$ cat config.mk
export PLATFORM = sky130hd
export DESIGN_NAME = beam_steer_ctrl
export DESIGN_NICKNAME = d
export VERILOG_FILES = /design/src/rtl/beam_steer_ctrl.sv
export SDC_FILE = /design/constraint.sdc
export NUM_CORES = 1
export LEC_CHECK = 0
export ABC_AREA = 0
export CAP_MARGIN = 20
export CELL_PAD_IN_SITES_DETAIL_PLACEMENT = 2
export CELL_PAD_IN_SITES_GLOBAL_PLACEMENT = 2
export CORE_MARGIN = 2
export CORE_UTILIZATION = 30
export CTS_BUF_LIST = sky130_fd_sc_hd__clkbuf_4
export DETAILED_ROUTE_END_ITERATION = 8
export GPL_ROUTABILITY_DRIVEN = 0
export PLACE_DENSITY = 0.8
export SYNTH_ARGS = -nofsm -noshare
export SYNTH_HDL_FRONTEND = slang
export SYNTH_SLANG_ARGS = --single-unit
$ cat constraint.sdc
create_clock -name clk -period 7.2 [get_ports clk]
set_clock_uncertainty 0.15 [all_clocks]
set_input_delay 1.44 -clock clk [delete_from_list [all_inputs] [get_ports clk]]
set_output_delay 1.44 -clock clk [all_outputs]
set_load 0.02 [all_outputs]
$ cat src/rtl/beam_steer_ctrl.sv
// beam_steer_ctrl
//   Sequencing controller for the microphone delay datapath. A steering
//   request (or the auto-scan timer) selects an angle. The controller reads
//   the NUM_MICS per-mic delays for that angle from an external coefficient
//   table into a shadow bank. It then swaps the whole bank onto delay_flat
//   on a PCM sample boundary, so the delay lines never see a mixed set.
//
// Ports
//   clk, rst        system clock; asynchronous active-low reset
//   sample_strobe   one-cycle PCM sample-boundary pulse
//   sel_valid/ready steering request handshake; sel_angle taken on accept
//   scan_en, dwell  auto-scan enable and samples per angle (0 acts as 1)
//   tbl_rd_en/addr  coefficient table read port (addr = angle*NUM_MICS+mic)
//   tbl_rd_data     table data, valid one cycle after tbl_rd_en
//   delay_flat      committed delays, mic k at [k*DELAY_W +: DELAY_W]
//   commit          one-cycle pulse when delay_flat takes a new bank
//   cur_angle       angle of the committed bank
//   busy            fetch / drain / waiting for a strobe
//   err_range       sticky flag: a fetched delay exceeded MAX_DELAY
module beam_steer_ctrl #(
  parameter  int NUM_MICS   = 16,
  parameter  int DELAY_W    = 5,
  parameter  int MAX_DELAY  = 19,
  parameter  int SEL_W      = 5,
  parameter  int NUM_ANGLES = 32,
  localparam int MIC_W      = $clog2(NUM_MICS),
  localparam int ADDR_W     = SEL_W + MIC_W
) (
  input  logic                        clk,
  input  logic                        rst,
  input  logic                        sample_strobe,
  input  logic                        sel_valid,
  input  logic [SEL_W-1:0]            sel_angle,
  output logic                        sel_ready,
  input  logic                        scan_en,
  input  logic [15:0]                 dwell,
  output logic                        tbl_rd_en,
  output logic [ADDR_W-1:0]           tbl_addr,
  input  logic [DELAY_W-1:0]          tbl_rd_data,
  output logic [NUM_MICS*DELAY_W-1:0] delay_flat,
  output logic                        commit,
  output logic [SEL_W-1:0]            cur_angle,
  output logic                        busy,
  output logic                        err_range
);

  typedef enum logic [1:0] {
    IDLE,
    FETCH,
    DRAIN,
    WAIT_STROBE
  } state_t;

  state_t                    state;
  logic [SEL_W-1:0]          pending;
  logic [MIC_W-1:0]          mic_idx;
  logic                      cap_en;   // tbl_rd_data carries a requested word
  logic [MIC_W-1:0]          cap_idx;  // which mic that word belongs to
  logic [15:0]               dwell_cnt;
  logic [DELAY_W-1:0]        shadow [NUM_MICS];

  logic                      cap_over;
  logic [DELAY_W-1:0]        cap_val;
  logic                      scan_due;
  logic [SEL_W-1:0]          next_angle;
  logic                      start;
  logic [SEL_W-1:0]          start_angle;
  logic [NUM_MICS*DELAY_W-1:0] shadow_flat;

  assign sel_ready = (state == IDLE);
  assign busy      = (state != IDLE);

  // NOTE: every signal assigned in an always_comb gets a default first, so
  // no path leaves it unassigned and no latch is inferred.
  always_comb begin
    cap_over    = 1'b0;
    cap_val     = tbl_rd_data;
    scan_due    = 1'b0;
    next_angle  = cur_angle + 1'b1;
    start       = 1'b0;
    start_angle = sel_angle;
    shadow_flat = '0;

    if (tbl_rd_data > DELAY_W'(MAX_DELAY)) begin
      cap_over = 1'b1;
      cap_val  = DELAY_W'(MAX_DELAY);
    end

    if (cur_angle == SEL_W'(NUM_ANGLES - 1)) next_angle = '0;

    // A dwell of zero behaves like one sample per angle.
    scan_due = scan_en && (dwell_cnt >= ((dwell == 16'd0) ? 16'd1 : dwell));

    // An explicit request wins over the scan timer in the same cycle.
    if (state == IDLE) begin
      start       = sel_valid || scan_due;
      start_angle = sel_valid ? sel_angle : next_angle;
    end

    for (int k = 0; k < NUM_MICS; k++) shadow_flat[k*DELAY_W +: DELAY_W] = shadow[k];
  end

  // NOTE: sequential state uses non-blocking assignments so every register
  // samples pre-edge values regardless of statement order.
  always_ff @(posedge clk or negedge rst) begin
    if (!rst) begin
      state      <= IDLE;
      pending    <= '0;
      mic_idx    <= '0;
      cap_en     <= 1'b0;
      cap_idx    <= '0;
      dwell_cnt  <= '0;
      delay_flat <= '0;
      cur_angle  <= '0;
      commit     <= 1'b0;
      tbl_rd_en  <= 1'b0;
      tbl_addr   <= '0;
      err_range  <= 1'b0;
    end else begin
      commit  <= 1'b0;
      cap_en  <= tbl_rd_en;
      cap_idx <= mic_idx;

      if (cap_en && cap_over) err_range <= 1'b1;

      if (state == IDLE && sample_strobe && dwell_cnt != 16'hFFFF)
        dwell_cnt <= dwell_cnt + 16'd1;

      unique case (state)
        IDLE: begin
          if (start) begin
            pending   <= start_angle;
            mic_idx   <= '0;
            tbl_rd_en <= 1'b1;
            // NUM_MICS is a power of two, so angle*NUM_MICS+mic is a concat.
            tbl_addr  <= {start_angle, MIC_W'(0)};
            state     <= FETCH;
          end
        end
        FETCH: begin
          if (mic_idx == MIC_W'(NUM_MICS - 1)) begin
            tbl_rd_en <= 1'b0;
            state     <= DRAIN;
          end else begin
            mic_idx  <= mic_idx + 1'b1;
            tbl_addr <= {pending, mic_idx + 1'b1};
          end
        end
        // The last word is still in flight; cap_en captures it this cycle.
        DRAIN: state <= WAIT_STROBE;
        WAIT_STROBE: begin
          if (sample_strobe) begin
            delay_flat <= shadow_flat;
            cur_angle  <= pending;
            commit     <= 1'b1;
            dwell_cnt  <= '0;
            state      <= IDLE;
          end
        end
        default: state <= IDLE;
      endcase
    end
  end

  // NOTE: the shadow bank has no reset; a fetch rewrites all entries before
  // the bank can be committed, so stale contents are never observable.
  always_ff @(posedge clk) begin
    if (cap_en) shadow[cap_idx] <= cap_val;
  end

endmodule

==> out/qor.csv, run 1 <==
stage;metric;value;unit
synthesis;synth_ff_type;dfrtp_1;
drt;wl;22.3;mm
pwr;ir_drop;0.176;mV
synthesis;synth_edf_count;80;
die;initial_core_util;0.304;
pwr;p_per_area;415;nW/um^2
sta;post-route-min-period;4.20;ns
sta;finalHoldViolations;0;
placed_design;post-dp-hpwl;14.8;mm
pwr;swShare;0.361;
clock_tree;cts_hold_buf;0;
critical_path;timing.rr.start;dwell_cnt[0];
die;num_io_pins;130;
critical_path;cp_slowest_stage_delay;0.61;ns
clock_tree;clock_sinks;205;
critical_path;cp-start-kind;flop;
sta;fmax;238;MHz
sta;fin_tns_setup;0;ns
sta;finalCritPeriodShare;0.583;
critical_path;ff2ff_setup_slack;4.33;ns
die;die_w;169;um
clock_tree;cts-root-buf;clkbuf_4;
drt;top_layer;met4;
finish;final_core_util;0.396;
min_path;holdCritStartpoint;shadow[13][1];
synthesis;synth-seq-cells;205;
sta;setup_viol;0;
sta;setup_ws;3.00;ns
die;die_h;169;um
critical_path;crit_arrival;2.61;ns
critical_path;cp_cell_sequence;inv_1 > ha_1 > inv_1 > clkdlybuf4s50_1;
pwr;clockPowerShare;0.246;
clock_tree;cts_setup_buffers;0;
drt;drt-pass1-iter-count;6;
grt;overflow;0;
pwr;p_switching;0.00159;W
pwr;internal_power;0.00282;W
clock_tree;cts_buffer_depth;3;
critical_path;cp_max_fo;15;
drt;ant_nets;0;
critical_path;crit_type;flop to output pin;
synthesis;ys_seq_area_frac;0.679;
clock_tree;numCtsBuffers;54;
die;row_count;60;
finish;drive_gt1_frac;0.126;
synthesis;synth_cell_types;51;
finish;finish.net_count;943;
pwr;p_comb_frac;0.353;
synthesis;synthesis.nets;776;
drt;wl_met3;971;um
synthesis;ys_async_sr_fraction;0.610;
drt;wl_met1;9.71;mm
drt;wire_per_inst;17.5;um
drt;route.met2.wl;11.3;mm
clock_tree;cts-htree-levels;2;
die;core;26800;um^2
sta;maxSlewViolCount;0;
pwr;p_total;0.00441;W
job;max_cap_violations;0;
clock_tree;cts_resized;0;
sta;tightest_slew;0.944;ns
synthesis;synth_area_per_cell;11.3;um^2
sta;slew-limit-headroom;0.366;
die;dieArea;28500;um^2
critical_path;cpMaxStageDelayCell;clkdlybuf4s50_1;
drt;vias;5937;
clock_tree;clkLatencyLatePin;0.65;ns
grt;grt_pass1_wl;36.2;mm
drt;drtIter0Drc;238;
clock_tree;clkTransAtPathRegs;0.07;ns
drt;drc;0;
sta;rsz0062_at_grt;no;
critical_path;crit_required;5.61;ns
pwr;p_seq_frac;0.401;
pwr;total_leakage_power;4.79;nW
critical_path;crit_start;state[0];
grt;antenna_found_initial;1;
grt;grt_max_degree;94;
synthesis;synth-warning-count;0;
grt;grtUsageTotal;0.162;
finish;area_delta_synth_final;30.3;%
critical_path;worstSetupEndpointType;output pin;
synthesis;syn-cell-area;8140;um^2
synthesis;syn_inst;721;
grt;grt_pass1_vias;6670;
clock_tree;cts_tree;done;
placed_design;post-place-ws;2.39;ns
min_path;hp-class;flop to flop;
status;status;complete, no violations;
placed_design;port_buffers;129;
drt;viasPerCell;4.66;
critical_path;cp_common_cell;inv_1;
==> stage by stage <==
step,instances,hold WS (ns),instance area (um^2)
final,1275,0.280,10600
after global routing,1275,0.316,10600
after CTS,1272,0.266,10600
after detailed placement,1171,0.280,9810
after global placement,1171,0.268,9810
after floorplan,721,0.265,8140
==> Yosys cell counts (all sizes together) (2+ instances only) <==
library cell | count | area, um^2
nor3 | 9 | 45.0
xnor2 | 2 | 17.5
mux2 | 7 | 78.8
a31oi | 7 | 58.8
clkbuf | 22 | 82.6
nand4 | 5 | 37.5
edfxtp | 80 | 2400
a21oi | 13 | 65.1
a211o | 2 | 17.5
buf | 3 | 13.8
nor4 | 5 | 46.3
nand3b | 2 | 15.0
nand2 | 287 | 1080
and3 | 7 | 43.8
o21ai | 17 | 96.4
nor2 | 23 | 86.3
o31ai | 3 | 22.5
ha | 24 | 300
and4 | 3 | 31.3
o21bai | 2 | 15.0
nor2b | 2 | 12.5
mux2i | 10 | 100
a221o | 2 | 20.0
nand2b | 6 | 37.5
inv | 25 | 93.8
and2b | 2 | 15.0
a22oi | 3 | 22.5
dfrtp | 125 | 3130
nand3 | 8 | 40.0
==> state kept, by name, indices dropped and copies added (netlist names), named ones only <==
register / cells
dwell_cnt: 9
commit: 1
shadow: 80
cap_idx: 4
state: 2
tbl_addr: 9
tbl_rd_en: 1
err_range: 1
delay_flat: 80
cur_angle: 5
cap_en: 1
pending: 5
==> layer usage <==
layer | up-vias | global-route usage
li1 | 2783 | -
met1 | 2978 | 0.196
met2 | 141 | 0.290
met3 | 35 | 0.0339
met4 | 0 | 0.0457
met5 | - | 0
==> cell families after synthesis <==
kind of cell    after synthesis  synth area share
simple gates                362             0.185
compound gates               60            0.0502
fa+ha+maj                    24            0.0369
mux                          17            0.0220
flops                       205             0.679
xor+xnor                      3           0.00323
buf+inv                      50            0.0234
==> power groups by stage <==
stage | Combinational, W | Clock [W] | Sequential (W)
after floorplan | 0.000530 | 0 | 0.00203
after detailed placement | 0.00157 | 0 | 0.00180
final | 0.00156 | 0.00109 | 0.00177
after CTS | 0.00158 | 0.00113 | 0.00178
after global placement | 0.00151 | 0 | 0.00178
after global routing | 0.00171 | 0.00119 | 0.00181
==> critical path: cells and delay by family (launching register included) <==
kind       cells  cell delay (ns)
flops          1             0.40
buf+inv        3             1.03
fa+ha+maj      1             0.54
==> placed cells by master (no fill, tap or decap), types with 2 or more instances in the layout <==
cell | Yosys | final
nand2_1 | 287 | 286
clkdlybuf4s50_1 | 0 | 128
dfrtp_1 | 125 | 125
clkbuf_4 | 0 | 91
edfxtp_1 | 80 | 80
inv_1 | 24 | 24
ha_1 | 24 | 24
nor2_1 | 23 | 23
o21ai_0 | 16 | 16
a21oi_1 | 13 | 13
mux2i_1 | 10 | 10
nor3_1 | 9 | 9
nand3_1 | 8 | 8
and3_1 | 7 | 7
mux2_2 | 7 | 7
nand2b_1 | 6 | 6
a31oi_1 | 6 | 6
clkinv_1 | 0 | 6
buf_4 | 0 | 6
nand4_1 | 4 | 4
nor4_1 | 4 | 4
inv_2 | 1 | 3
o31ai_1 | 3 | 3
a22oi_1 | 3 | 3
and4_4 | 2 | 2
and2b_1 | 2 | 2
a211o_1 | 2 | 2
nor2b_1 | 2 | 2
nand3b_1 | 2 | 2
xnor2_1 | 2 | 2
a221o_1 | 2 | 2
o21bai_1 | 2 | 2
buf_16 | 0 | 2
==> worst paths after layout <==
kind / end / cells after the start
min in group asynchronous: delay_flat[66] / 1
min reg2reg: delay_flat[66] / 2
max in group asynchronous: tbl_addr[3] / 3
min: delay_flat[66] / 2
max: busy / 4
max reg2reg: tbl_addr[0] / 8
==> final cells by class <==
cell class                 instances  area (um^2)
fill                            2856        16200
sequential                       205         5530
multi-input combinational        466         2430
timing repair buffer             136         1380
clock buffer                      91          683
tap                              341          427
inverter                          25         93.8
clock inverter                    10         65.1
antenna                            1         2.50
(Power assumes the default switching activity.)
==> run 2: changes to the inputs <==
Settings changed: PLACE_DENSITY 0.8 to 0.82.
Clock period 7.2 ns to 3.5 ns, I/O delays scaled along.
==> run 2 against run 1 <==
  * Count of clock-buffer cells in the layout increased by 1
  * Routed wire length rose by 5.3%
  * Critical path depth increased by 1
  * Register-to-register slack got worse by 3.6 ns
==> out/qor.csv, run 2 (synthesis results as in run 1) <==
stage;metric;value;unit
status;status;complete, no violations;
die;dieArea;28500;um^2
grt;grt_max_degree;80;
clock_tree;cts_setup_buffers;0;
placed_design;postPlaceCellArea;9910;um^2
clock_tree;cts-htree-levels;2;
clock_tree;cts_buffer_depth;3;
finish;reg_top3;delay_flat x80, shadow x80;
finish;design_area;10700;um^2
die;die_h;169;um
critical_path;cp_cell_sequence;inv_1 > ha_1 > buf_4 > inv_1 > clkdlybuf4s50_1;
finish;final_cells;1287;
critical_path;cp_common_cell;inv_1;
grt;grtUsageTotal;0.170;
finish;final_common_cell;nand2_1;
grt;overflow;0;
pwr;total_leakage_power;4.83;nW
clock_tree;numCtsBuffers;56;
clock_tree;cts_tree;done;
critical_path;cp-start-kind;flop;
pwr;p_total;0.00918;W
pwr;p_per_area;858;nW/um^2
finish;finish.net_count;951;
drt;ant_nets;0;
sta;holdWs;0.272;ns
die;num_io_pins;130;
sta;setup_ws;0.196;ns
drt;wire_per_inst;18.3;um
die;row_count;60;
clock_tree;cts_resized;0;
die;die_w;169;um
pwr;ir_drop;0.365;mV
die;core;26800;um^2
sta;maxSlewViolCount;0;
critical_path;cp_max_fo;13;
finish;final_cell_mix;nand2_1, clkdlybuf4s50_1, dfrtp_1;
drt;wl;23.5;mm
critical_path;crit_arrival;2.45;ns
drt;drt-pass1-iter-count;4;
drt;drtIter0Drc;255;
placed_design;dp_cells;1178;
placed_design;port_buffers;129;
placed_design;post-dp-hpwl;15.7;mm
grt;grt_pass1_wl;38.0;mm
die;initial_core_util;0.304;
sta;setup_viol;0;
drt;drc;0;
clock_tree;clock_sinks;205;
critical_path;cpLargestDelayFamily;buffers and inverters;
sta;slew-limit-headroom;0.332;
job;max_cap_violations;0;
clock_tree;cts-root-buf;clkbuf_4;
drt;viasPerCell;4.70;
grt;antenna_found_initial;3;
critical_path;cp_slowest_stage_delay;0.67;ns
grt;grt_pass1_vias;6814;
clock_tree;clkTransAtPathRegs;0.08;ns
sta;post-route-min-period;3.30;ns
finish;drive_gt1_frac;0.130;
sta;finalCritPeriodShare;0.944;
clock_tree;clkLatencyLatePin;0.65;ns
placed_design;post-place-ws;-0.442;ns
sta;tightest_slew;1.00;ns
critical_path;crit_required;2.65;ns
finish;fillers;2811;
critical_path;worstSetupEndpointType;output pin;
critical_path;crit_type;flop to output pin;
finish;area_delta_synth_final;31.4;%
sta;finalHoldViolations;0;
critical_path;path_buf_inv;4;
sta;rsz0062_at_grt;no;
clock_tree;cts_hold_buf;1;
critical_path;cpMaxStageDelayCell;clkdlybuf4s50_1;
drt;vias;6045;
sta;fmax;303;MHz
min_path;hp-class;flop to flop;
[run 2: cell types whose count changed in the layout (fill, tap and decap cells not counted)]
cell,delta
clkinv_1,+5
clkinv_2,-1
diode_2,+1
buf_16,-2
clkinvlp_4,+1
dlygate4sd3_1,+1
buf_4,+3
inv_2,-1
buf_12,+4
clkbuf_4,+1
[run 2: path summary, 6_finish.rpt]
path,startpoint,endpoint,slack [ns],cells after the start
worst max register to register,dwell_cnt[0],tbl_addr[4],0.75,8
worst max-delay path,state[0],busy,0.20,5
min in group asynchronous,rst,delay_flat[9],0.51,2
worst min register to register,shadow[6][4],delay_flat[34],0.27,2
max in group asynchronous,rst,delay_flat[65],1.97,3
worst min-delay path,shadow[6][4],delay_flat[34],0.27,2
[run 2: tightest hold or removal path, stage by stage (launching register included)]
cell and delay [ns]:
edfxtp_1 0.32, nand2_1 0.05, nand2_1 0.05
[run 2: metal layers]
layer / up-vias / share of wire / track usage
li1: 2808 / - / -
met1: 3068 / 0.43 / 0.209
met2: 137 / 0.51 / 0.304
met3: 30 / 0.043 / 0.0372
met4: 2 / 0.012 / 0.0424
met5: - / 0.00051 / 0
[run 2: power breakdown]
group / internal [W] / switching [W]
Sequential: 0.00319 / 0.000457
Combinational: 0.00139 / 0.00186
Clock: 0.00126 / 0.00103
[run 2: metrics by stage]
stage                     setup TNS [ns]  utilization
final                                  0        0.399
after global routing                   0        0.399
after CTS                              0        0.399
after detailed placement           -5.38        0.370
after global placement             -3.69        0.370
after floorplan                        0            -
[run 2: final cells by class]
class | count | area [um^2] | area share
Antenna cell | 2 | 5.00 | 0.000468
Clock buffer | 92 | 691 | 0.0646
Clock inverter | 14 | 82.6 | 0.00772
Inverter | 25 | 93.8 | 0.00877
Multi-Input combinational cell | 466 | 2430 | 0.227
Sequential cell | 205 | 5530 | 0.517
Tap cell | 341 | 427 | 0.0399
Timing Repair Buffer | 142 | 1440 | 0.134
